[src/rtl/pipe_isa_pkg.sv]
// pipe_isa_pkg: instruction fields, opcodes, FSM states and hazard helpers for the issue unit.
package pipe_isa_pkg;
  localparam int OP_HI = 31;
  localparam int OP_LO = 26;
  localparam int RD_HI = 25;
  localparam int RD_LO = 21;
  localparam int RS1_HI = 20;
  localparam int RS1_LO = 16;
  localparam int RS2_HI = 15;
  localparam int RS2_LO = 11;
  localparam int IMM_HI = 15;
  localparam int IMM_LO = 0;
  localparam logic [5:0] OP_NOP = 6'h00;
  localparam logic [5:0] OP_ADD = 6'h01;
  localparam logic [5:0] OP_ADDI = 6'h21;
  localparam int IMM_FLAG = 5;
  localparam int PIPE_DEPTH = 3;
  localparam logic [31:0] NOP_WORD = 32'h0;
  typedef enum logic [1:0] {S_IDLE, S_ISSUE, S_DRAIN, S_DONE} state_t;
  typedef struct packed {
    logic       we;
    logic [4:0] rd;
  } tag_t;
  function automatic logic reads_rs2(input logic [5:0] op);
    return op != OP_NOP && !op[IMM_FLAG];
  endfunction
  function automatic logic raw_hit(input tag_t h, input logic [4:0] r);
    return h.we && h.rd == r;
  endfunction
endpackage

[src/rtl/instr_issue_unit_if.sv]
// instr_issue_unit_if: program load, run control, pipeline instruction/result and status signals.
interface instr_issue_unit_if #(parameter int PROG_DEPTH = 16);
  localparam int AW = $clog2(PROG_DEPTH);
  logic          prog_we;
  logic [AW-1:0] prog_addr;
  logic [31:0]   prog_data;
  logic          start;
  logic [AW:0]   run_len;
  logic [31:0]   instr_out;
  logic [31:0]   pipe_result;
  logic          res_valid;
  logic [4:0]    res_rd;
  logic [31:0]   res_data;
  logic          busy;
  logic          done;
  logic [15:0]   stall_cnt;
  modport master (
    output prog_we, prog_addr, prog_data, start, run_len, pipe_result,
    input  instr_out, res_valid, res_rd, res_data, busy, done, stall_cnt
  );
  modport slave (
    input  prog_we, prog_addr, prog_data, start, run_len, pipe_result,
    output instr_out, res_valid, res_rd, res_data, busy, done, stall_cnt
  );
endinterface

[src/rtl/instr_issue_unit_hazard_check.sv]
// hazard_check: flags a RAW conflict between a candidate's source registers and two in-flight writers.
module hazard_check
  import pipe_isa_pkg::*;
(
  input  logic [5:0] i_op,
  input  logic [4:0] i_rs1,
  input  logic [4:0] i_rs2,
  input  tag_t       i_h0,
  input  tag_t       i_h1,
  output logic       o_stall
);
  logic w_r1, w_r2;
  assign w_r1 = i_op != OP_NOP;
  assign w_r2 = reads_rs2(i_op);
  assign o_stall = (w_r1 && (raw_hit(i_h0, i_rs1) || raw_hit(i_h1, i_rs1))) ||
                   (w_r2 && (raw_hit(i_h0, i_rs2) || raw_hit(i_h1, i_rs2)));
endmodule

[src/rtl/instr_issue_unit.sv]
// instr_issue_unit: issues a loaded program into the no-forwarding ALU pipeline with RAW bubbles and tags results.
module instr_issue_unit
  import pipe_isa_pkg::*;
#(
  parameter int PROG_DEPTH = 16
) (
  input logic               clk,
  input logic               rst,
  instr_issue_unit_if.slave bus
);
  localparam int AW = $clog2(PROG_DEPTH);
  localparam logic [AW:0] DEPTH = (AW+1)'(PROG_DEPTH);
  state_t      r_state, w_state_nx;
  logic [31:0] r_prog [PROG_DEPTH];
  logic [31:0] r_instr, w_cand;
  logic [AW:0] r_pc, r_len, w_pc, w_len;
  logic [1:0]  r_drain;
  logic [15:0] r_stall_cnt;
  tag_t        r_tag [PIPE_DEPTH];
  logic        w_wr, w_issue, w_stall, w_addr_ok;

  if (PROG_DEPTH == (1 << AW)) begin : g_pow2
    assign w_addr_ok = 1'b1;
  end else begin : g_npow2
    assign w_addr_ok = {1'b0, bus.prog_addr} < DEPTH;
  end

  assign w_wr = r_state == S_IDLE && bus.prog_we && w_addr_ok;
  assign w_len = bus.run_len > DEPTH ? DEPTH : bus.run_len;
  assign w_pc = r_state == S_IDLE ? '0 : r_pc;
  assign w_issue = r_state == S_ISSUE ? r_pc != r_len
                                      : (r_state == S_IDLE && bus.start && w_len != '0);
  // A word written in the start cycle must be seen by the first issue
  assign w_cand = (w_wr && bus.prog_addr == w_pc[AW-1:0]) ? bus.prog_data : r_prog[w_pc[AW-1:0]];

  hazard_check u_hazard (
    .i_op   (w_cand[OP_HI:OP_LO]),
    .i_rs1  (w_cand[RS1_HI:RS1_LO]),
    .i_rs2  (w_cand[RS2_HI:RS2_LO]),
    .i_h0   ({r_instr[OP_HI:OP_LO] != OP_NOP, r_instr[RD_HI:RD_LO]}),
    .i_h1   (r_tag[0]),
    .o_stall(w_stall)
  );

  always_comb begin
    w_state_nx = r_state;
    case (r_state)
      S_IDLE:  w_state_nx = bus.start ? (w_len == '0 ? S_DONE : S_ISSUE) : S_IDLE;
      S_ISSUE: w_state_nx = r_pc == r_len ? S_DRAIN : S_ISSUE;
      S_DRAIN: w_state_nx = r_drain == 2'd2 ? S_DONE : S_DRAIN;
      default: w_state_nx = S_IDLE;
    endcase
  end

  always_ff @(posedge clk) begin
    if (rst) begin
      r_state <= S_IDLE;
      r_pc <= '0;
      r_len <= '0;
      r_instr <= NOP_WORD;
      r_drain <= '0;
      r_stall_cnt <= '0;
      for (int i = 0; i < PIPE_DEPTH; i++) r_tag[i] <= '0;
    end else begin
      r_state <= w_state_nx;
      r_drain <= r_state == S_DRAIN ? r_drain + 2'd1 : 2'd0;
      if (r_state == S_IDLE && bus.start) r_len <= w_len;
      if (w_issue) r_pc <= w_pc + (AW+1)'(!w_stall);
      r_instr <= (w_issue && !w_stall) ? w_cand : NOP_WORD;
      r_stall_cnt <= (w_issue && w_stall && r_stall_cnt != '1) ? r_stall_cnt + 16'd1
                   : (r_state == S_IDLE && bus.start) ? 16'd0 : r_stall_cnt;
      r_tag[0] <= {r_instr[OP_HI:OP_LO] != OP_NOP, r_instr[RD_HI:RD_LO]};
      for (int i = 1; i < PIPE_DEPTH; i++) r_tag[i] <= r_tag[i-1];
    end
  end

  // Program storage survives rst by design
  always_ff @(posedge clk) begin
    if (w_wr) r_prog[bus.prog_addr] <= bus.prog_data;
  end

  assign bus.instr_out = r_instr;
  assign bus.res_valid = r_tag[PIPE_DEPTH-1].we;
  assign bus.res_rd = r_tag[PIPE_DEPTH-1].rd;
  assign bus.res_data = bus.pipe_result;
  assign bus.busy = r_state == S_ISSUE || r_state == S_DRAIN;
  assign bus.done = r_state == S_DONE;
  assign bus.stall_cnt = r_stall_cnt;
endmodule

[src/flat_wrapper.sv]
// flat-port wrapper written by rule: the top's interface ports become plain ports
module instr_issue_unit_flat import pipe_isa_pkg::*;
#(
  parameter int PROG_DEPTH = 16
)
  (clk, rst, bus_prog_we, bus_prog_addr, bus_prog_data, bus_start, bus_run_len, bus_pipe_result, bus_instr_out, bus_res_valid, bus_res_rd, bus_res_data, bus_busy, bus_done, bus_stall_cnt);
  instr_issue_unit_if #(.PROG_DEPTH(PROG_DEPTH)) bus_i ();
  input logic clk;
  input logic rst;
  input wire logic [$bits(bus_i.prog_we)-1:0] bus_prog_we;
  input wire logic [$bits(bus_i.prog_addr)-1:0] bus_prog_addr;
  input wire logic [$bits(bus_i.prog_data)-1:0] bus_prog_data;
  input wire logic [$bits(bus_i.start)-1:0] bus_start;
  input wire logic [$bits(bus_i.run_len)-1:0] bus_run_len;
  input wire logic [$bits(bus_i.pipe_result)-1:0] bus_pipe_result;
  output wire logic [$bits(bus_i.instr_out)-1:0] bus_instr_out;
  output wire logic [$bits(bus_i.res_valid)-1:0] bus_res_valid;
  output wire logic [$bits(bus_i.res_rd)-1:0] bus_res_rd;
  output wire logic [$bits(bus_i.res_data)-1:0] bus_res_data;
  output wire logic [$bits(bus_i.busy)-1:0] bus_busy;
  output wire logic [$bits(bus_i.done)-1:0] bus_done;
  output wire logic [$bits(bus_i.stall_cnt)-1:0] bus_stall_cnt;
  assign bus_i.prog_we = bus_prog_we;
  assign bus_i.prog_addr = bus_prog_addr;
  assign bus_i.prog_data = bus_prog_data;
  assign bus_i.start = bus_start;
  assign bus_i.run_len = bus_run_len;
  assign bus_i.pipe_result = bus_pipe_result;
  assign bus_instr_out = bus_i.instr_out;
  assign bus_res_valid = bus_i.res_valid;
  assign bus_res_rd = bus_i.res_rd;
  assign bus_res_data = bus_i.res_data;
  assign bus_busy = bus_i.busy;
  assign bus_done = bus_i.done;
  assign bus_stall_cnt = bus_i.stall_cnt;
  instr_issue_unit #(.PROG_DEPTH(PROG_DEPTH)) u_core (.clk(clk), .rst(rst), .bus(bus_i));
endmodule
[config.mk]
export PLATFORM = sky130hd
export DESIGN_NAME = instr_issue_unit_flat
export DESIGN_NICKNAME = d
export VERILOG_FILES = /design/src/rtl/pipe_isa_pkg.sv /design/src/rtl/instr_issue_unit_if.sv /design/src/rtl/instr_issue_unit_hazard_check.sv /design/src/rtl/instr_issue_unit.sv /design/src/flat_wrapper.sv
export SDC_FILE = /design/constraint.sdc
export NUM_CORES = 1
export LEC_CHECK = 0
export CAP_MARGIN = 20
export CORE_ASPECT_RATIO = 0.8
export CORE_MARGIN = 2
export CORE_UTILIZATION = 35
export DETAILED_ROUTE_END_ITERATION = 8
export DONT_BUFFER_PORTS = 1
export GPL_ROUTABILITY_DRIVEN = 0
export GPL_TIMING_DRIVEN = 0
export PLACE_DENSITY = 0.56
export SLEW_MARGIN = 10
export SYNTH_ARGS = -nofsm -noshare
export SYNTH_HDL_FRONTEND = slang
export SYNTH_SLANG_ARGS = --single-unit
[constraint.sdc]
create_clock -name clk -period 4.85 [get_ports clk]
set_clock_uncertainty 0.2 [all_clocks]
set_input_delay 0.97 -clock clk [delete_from_list [all_inputs] [get_ports clk]]
set_output_delay 0.97 -clock clk [all_outputs]
set_load 0.02 [all_outputs]
**Word level (Yosys, flattened, before mapping)**

Memory sizes are Yosys's and may differ from the RTL's.
Cells that the tools add are included.

- Add/sub/neg operators: 3
- Magnitude comparators: 1
- Equal/unequal tests: 12
- Mux-type cells: 19
- Bitwise operators: 5
- Reductions and logical operators: 28

Operators by type and width:

| kind | count |
|---|---|
| $mux W16 | 2 |
| $mux W32 | 1 |
| $eq A5 B5 Y1 | 5 |
| $mux W6 | 3 |
| $add A16 B1 Y16 const B | 1 |
| $ne A16 B16 Y1 const B | 1 |
| $logic_and A1 B1 Y1 | 14 |
| $reduce_bool A6 Y1 | 2 |
| $mux W5 | 2 |
| $mux W1 | 7 |
| $eq A2 B2 Y1 const B | 3 |
| $mux W2 | 3 |
| $pmux W2 S3 | 1 |
| $add A5 B1 Y5 | 1 |
| $gt A5 B5 Y1 const B | 1 |
| $logic_not A5 Y1 | 1 |
| $ne A5 B5 Y1 | 1 |
| $reduce_bool A5 Y1 | 1 |
| $eq A4 B4 Y1 | 1 |
| $logic_or A1 B1 Y1 | 4 |
| $reduce_or A2 Y1 | 2 |
| $or A1 B1 Y1 | 3 |
| $add A2 B1 Y2 const B | 1 |
| $eq A2 B1 Y1 const B | 1 |
| 4 further kinds | 6 |

- Register bits after elaboration: 62
- RAM bits: 530
- Bits of input ports: 77
- Output and inout port bits: 88
- Logic and storage cells: 76
- Memories kept: 2

Memory list:

| name | words | bits a word | rd ports | clocked after Yosys merged registers in | write ports | line | RTL |
|---|---|---|---|---|---|---|---|
| u_core.r_prog | 16 | 32 | 1 | 0 | 1 | instr_issue_unit.sv:14 | `logic [31:0] r_prog [PROG_DEPTH];` |
| u_core.r_tag | 3 | 6 | 3 | 0 | 3 | instr_issue_unit.sv:19 | `tag_t r_tag [PIPE_DEPTH];` |

**Depth between registers and ports, before layout**

- Depth in word-level cells: 14
- Mapped depth: 19
- Mapped depth without buffers: 17

**Cells and area by module**

Synthesis repeated with hierarchy kept, for this count alone.

- Cell total of the unflattened synthesis: 1,492
- Area, all modules: 23,805.3 sq um

By module, submodules not included:

| module | times used | cells each | area an instance (sq um) | seq. area each (sq um) |
|---|---|---|---|---|
| instr_issue_unit | 1 | 1,459 | 23,557.6 | 16,976.3 |
| hazard_check | 1 | 33 | 247.7 | 0.0 |

**Worst setup path before layout**

No wires, ideal clock.

- Kind: flip-flop to flip-flop
- From: register u_core.r_state[0]
- To: memory u_core.r_prog[12][0], enable pin
- Library setup time: 0.461 ns
- Arrival time: 3.781 ns
- Data required time: 4.189 ns
- Setup slack: 0.408 ns
- Stages on the path, launching flop included: 9
- Buffers on the path: 4
- Period minus slack after synthesis: 4.442 ns
- Cell sequence: dfxtp_1 > inv_1 > ha_1 > buf_2 > buf_4 > buf_2 > buf_1 > nand4_1 > nor3_1

- Longest elaborated chain between the ends: 4

RTL lines:

| item | line | RTL |
|---|---|---|
| start: declaration | instr_issue_unit.sv:13 | `state_t r_state, w_state_nx;` |
| start signal: assignment | instr_issue_unit.sv:65 | `r_state <= w_state_nx;` |
| $logic_not A2 Y1 | instr_issue_unit.sv:28 | `assign w_wr = r_state == S_IDLE && bus.prog_we && w_addr_ok;` |
| $logic_and A1 B1 Y1 | instr_issue_unit.sv:28 |  |
| $mux W1 | instr_issue_unit.sv:79 | `if (w_wr) r_prog[bus.prog_addr] <= bus.prog_data;` |
| $mux W1 (implied by the code) | instr_issue_unit.sv:79 |  |
| end: declaration | instr_issue_unit.sv:14 |  |

No other way between the ends.

**Worst setup path in the final report**

- From: register u_core.r_state[1]
- To: register u_core.r_instr[17] (netlist: u_core.bus.instr_out[17])

- Longest elaborated chain between the ends: 14
- Elaborated cells on any way between the ends: 31
- Classes of those cells: 6 x eq/ne; 3 x mux; 1 x bitwise; 20 x reduce/logical; 1 x memory

RTL lines:

| item | line | RTL |
|---|---|---|
| parallel branches: the longest is 14 deep, another holds $mem_v2 Z16 W32 | - |  |
| end signal: assignment | instr_issue_unit.sv:69 | `r_instr <= (w_issue && !w_stall) ? w_cand : NOP_WORD;` |
| end: declaration | instr_issue_unit.sv:15 | `logic [31:0] r_instr, w_cand;` |

Parallel ways; which one is timed is not known.
A chain may end at the register's enable or synchronous reset.

==> Flow_metrics.wiki <==
{| class="wikitable"
! Metric !! Value
|-
| Result of the run || finished, final reports clean
|-
| Number of input and output port buffers inserted || 0
|-
| Pwr Total || 11620 uW
|-
| Number of enable-type register cells in the synthesized netlist || 512
|-
| First-pass GRT wire length || 96580 um
|-
| Signed area change from the synthesized netlist to the final layout || 14.88%
|-
| Clk sink count || 592
|-
| Total leakage power || 0.008897 uW
|-
| Pins Over Slew Limit || 0
|-
| Max-slew headroom at the worst pin || 25.64%
|-
| Final period utilization || 98.51%
|-
| Mean area per synthesized cell || 15.29 um2
|-
| RSZ-0062 raised after global routing || yes
|-
| Maximum operating frequency || 0.2093 GHz
|-
| Vias per cell || 5.473
|-
| Final number of hold-violating endpoints || 0
|-
| Power per cell area || 420.7 nW/um2
|-
| CTS Buf Count || 57
|-
| Proportion of layout cells with a drive suffix above 1 || 17.97%
|-
| GRT Util Overall || 18.64%
|-
| Non-filler instance count after layout || 2621
|-
| Critical path class || reg -> reg
|-
| I/O pin count || 165
|-
| Fillers || 6152
|-
| Die Area || 70820 um2
|-
| Part of the Yosys area used for sequential elements || 70.60%
|-
| Setup Viol. Count Final || 0
|-
| Ranking of synthesized cells by area || sky130_fd_sc_hd__edfxtp_1 (64%), sky130_fd_sc_hd__dfxtp_1 (6.7%), sky130_fd_sc_hd__mux4_2 (5.4%), sky130_fd_sc_hd__mux2i_1 (3.7%), sky130_fd_sc_hd__o21ai_0 (2.2%)
|-
| Detail Placement HPWL || 45240 um
|-
| Post-route minimum period || 4.778 ns
|-
| Area of the mapped netlist || 24040 um2
|-
| Hold crit path type || reg -> reg
|-
| Worst-margin pin slew || 1.107 ns
|-
| Final routed wire length divided by cell count || 25.81 um
|-
| Number of antenna violations at the first check in global routing || 3
|-
| Depth of the worst register-to-register path || 14
|-
| Post-route ant nets || 0
|-
| Net count, final || 1744
|-
| DRC || 0
|-
| Post-synth cell types || 79
|-
| Number of H-tree levels || 2
|-
| Number of standard cells after synthesis || 1573
|-
| Core region area || 67640 um2
|-
| Required time of the critical path || 5.15 ns
|-
| CTS tree || built
|-
| Critical path peak fanout || 10
|-
| Pin count of the biggest net entering global routing || 42
|-
| Area share of the leading cell type in the synthesized netlist || 63.94%
|-
| Antenna diode count || 0
|-
| Net count of the mapped netlist || 1658
|-
| Maxcap violations || 0
|-
| Clock slew at the register clock pins of the worst setup and hold paths || 0.06 ns
|-
| Most used DFF post-synth || sky130_fd_sc_hd__edfxtp_1
|-
| Row count || 85
|-
| Effective utilization at floorplan || 35.55%
|-
| Die Span Y || 238.4 um
|-
| Post-synth top area cell || sky130_fd_sc_hd__edfxtp_1
|-
| Worst slack on hold paths || 0.2122 ns
|-
| Remaining global-route overflow || 0
|-
| Total iterations of the first detailed-routing run || 6
|-
| Cells on Worst Hold Path || 1
|-
| Number of warnings issued by yosys || 0
|-
| Die outline width || 297.0 um
|-
| Nature of the critical path endpoint || register
|-
| Clk buf depth || 3
|-
| Clock tree root driver cell || sky130_fd_sc_hd__clkbuf_16
|-
| Setup WS post-layout || 0.07231 ns
|-
| Via count of the first global-routing pass || 13.91k
|-
| Wirelength, routed || 67650 um
|-
| Async set or reset register ratio after synthesis || 0%
|-
| Count of state elements after synthesis || 592
|-
| Initial detailed-routing violation count || 1603
|-
| CP Data Arrival Time || 5.07 ns
|-
| Inst Count DP || 2512
|-
| Highest ir drop seen on vdd || 301.6 uV
|-
| Worst skew pair latency || 0.63 ns
|-
| Placement-stage worst setup slack || -0.5337 ns
|-
| Total vias in the final route || 14.35k
|-
| Sort of element at the start of the critical path || register
|}
==> kinds of logic (layout without fill, tap and decap cells) <==
| kind of cell | Yosys count | after routing | synth area share [%] |
|---|---|---|---|
| AND/OR/NAND/NOR | 319 | 319 | 6.536 |
| multiplexers | 151 | 151 | 9.320 |
| AO/OA/AOI/OAI | 300 | 300 | 8.097 |
| buffers and inverters | 161 | 296 | 3.497 |
| flip-flops | 592 | 592 | 70.60 |
| adder cells (fa/ha/maj) | 8 | 8 | 0.4163 |
| XOR/XNOR | 42 | 42 | 1.530 |
==> repair_timing <==
action                     CTS  global route
buffers inserted             0             1
gates resized for setup     10            19
pin swaps                    0             1
hold buffers                 0             0
setup endpoints to repair   49            35
==> cell usage after synthesis, types with 7 or more instances <==
master and count:
sky130_fd_sc_hd__nand3_1 18, sky130_fd_sc_hd__mux4_2 58, sky130_fd_sc_hd__nand2_1 94, sky130_fd_sc_hd__nor3_1 14, sky130_fd_sc_hd__ha_1 8, sky130_fd_sc_hd__dfxtp_1 80, sky130_fd_sc_hd__buf_2 24, sky130_fd_sc_hd__clkbuf_1 63
sky130_fd_sc_hd__o21ai_0 107, sky130_fd_sc_hd__buf_4 51, sky130_fd_sc_hd__xnor2_1 28, sky130_fd_sc_hd__a211o_1 8, sky130_fd_sc_hd__nand2b_1 14, sky130_fd_sc_hd__xor2_1 14, sky130_fd_sc_hd__o22ai_1 19, sky130_fd_sc_hd__o211ai_1 21
sky130_fd_sc_hd__inv_1 13, sky130_fd_sc_hd__a22oi_1 7, sky130_fd_sc_hd__nor3b_1 14, sky130_fd_sc_hd__nor2b_1 21, sky130_fd_sc_hd__a31oi_1 7, sky130_fd_sc_hd__a211oi_1 8, sky130_fd_sc_hd__a311oi_1 18, sky130_fd_sc_hd__a21oi_1 49
sky130_fd_sc_hd__and3_1 13, sky130_fd_sc_hd__mux2i_1 90, sky130_fd_sc_hd__nor2_1 87, sky130_fd_sc_hd__edfxtp_1 512
==> final timing paths <==
path	start	endpoint	slack, ns
setup / recovery	u_core.r_state[1]	u_core.bus.instr_out[17]	0.07
hold / removal	u_core.r_drain[0]	u_core.r_drain[0]	0.21
setup reg to reg	u_core.r_state[1]	u_core.bus.instr_out[17]	0.07
hold reg to reg	u_core.r_drain[0]	u_core.r_drain[0]	0.21
==> final cells by class <==
class	instances	area, um2	area share [%]
Buffer	146	809.5	2.931
Timing Repair Buffer	27	367.9	1.332
Clock inverter	39	355.3	1.286
Inverter	15	57.56	0.2084
Sequential cell	592	16980	61.46
Tap cell	913	1142	4.136
Multi-Input combinational cell	820	6392	23.14
Clock buffer	69	1521	5.508
==> cell usage in the layout, fill, tap and decap left out, types with 20 or more instances in the layout <==
cell type	n
sky130_fd_sc_hd__edfxtp_1	512
sky130_fd_sc_hd__o21ai_0	107
sky130_fd_sc_hd__nand2_1	94
sky130_fd_sc_hd__mux2i_1	90
sky130_fd_sc_hd__dfxtp_1	80
sky130_fd_sc_hd__nor2_1	75
sky130_fd_sc_hd__clkbuf_1	63
sky130_fd_sc_hd__buf_4	63
sky130_fd_sc_hd__mux4_2	58
sky130_fd_sc_hd__clkbuf_16	57
sky130_fd_sc_hd__a21oi_1	44
sky130_fd_sc_hd__xnor2_1	28
sky130_fd_sc_hd__o211ai_1	21
sky130_fd_sc_hd__nor2b_1	21
sky130_fd_sc_hd__clkinv_2	20
==> layer usage <==
metal | GRT usage [%] | routed length (um) | up-vias
li1 | - | - | 6229
met1 | 26.25 | 29540 | 7330
met2 | 29.58 | 31060 | 680
met3 | 4.079 | 5813 | 106
met4 | 4.270 | 1238 | 0
met5 | 0 | 0 | -
==> report_power, final <==
| part | internal [uW] | leakage [uW] | total, uW | switching [uW] |
|---|---|---|---|---|
| sequential | 5650 | 0.00527 | 5740 | 91.1 |
| combinational | 519 | 0.00269 | 1380 | 862 |
| clock | 2520 | 0.000937 | 4500 | 1990 |
==> sequential cells by signal, summed over array words and instances, names as in the netlist <==
name,cells
u_core.bus.instr_out,32
u_core.bus.stall_cnt,16
u_core.r_drain,2
u_core.r_len,5
u_core.r_pc,5
u_core.r_prog,512
u_core.r_state,2
u_core.r_tag,18
==> critical path, stage by stage (launching register included) <==
cell	delay, ns
sky130_fd_sc_hd__dfxtp_1	0.33
sky130_fd_sc_hd__inv_1	0.09
sky130_fd_sc_hd__ha_2	0.27
sky130_fd_sc_hd__buf_2	0.25
sky130_fd_sc_hd__nand2_1	0.09
sky130_fd_sc_hd__or3_1	0.49
sky130_fd_sc_hd__a211o_1	0.41
sky130_fd_sc_hd__buf_2	0.27
sky130_fd_sc_hd__mux2i_1	0.31
sky130_fd_sc_hd__nand4_1	0.19
sky130_fd_sc_hd__or3b_2	0.56
sky130_fd_sc_hd__o31ai_4	0.14
sky130_fd_sc_hd__nand2_1	0.26
sky130_fd_sc_hd__clkbuf_2	0.38
sky130_fd_sc_hd__a21oi_2	0.37
==> per-stage QoR <==
stage | setup TNS [ns] | cell area, um2 | util [%]
after floorplan | 0 | 24040 | -
after global placement | -654.71 | 25190 | 37.24
after detailed placement | -8.363 | 25660 | 37.93
after CTS | 0 | 27570 | 40.75
after global routing | -0.004156 | 27620 | 40.84
final | 0 | 27620 | 40.84
(Power assumes the default switching activity.)
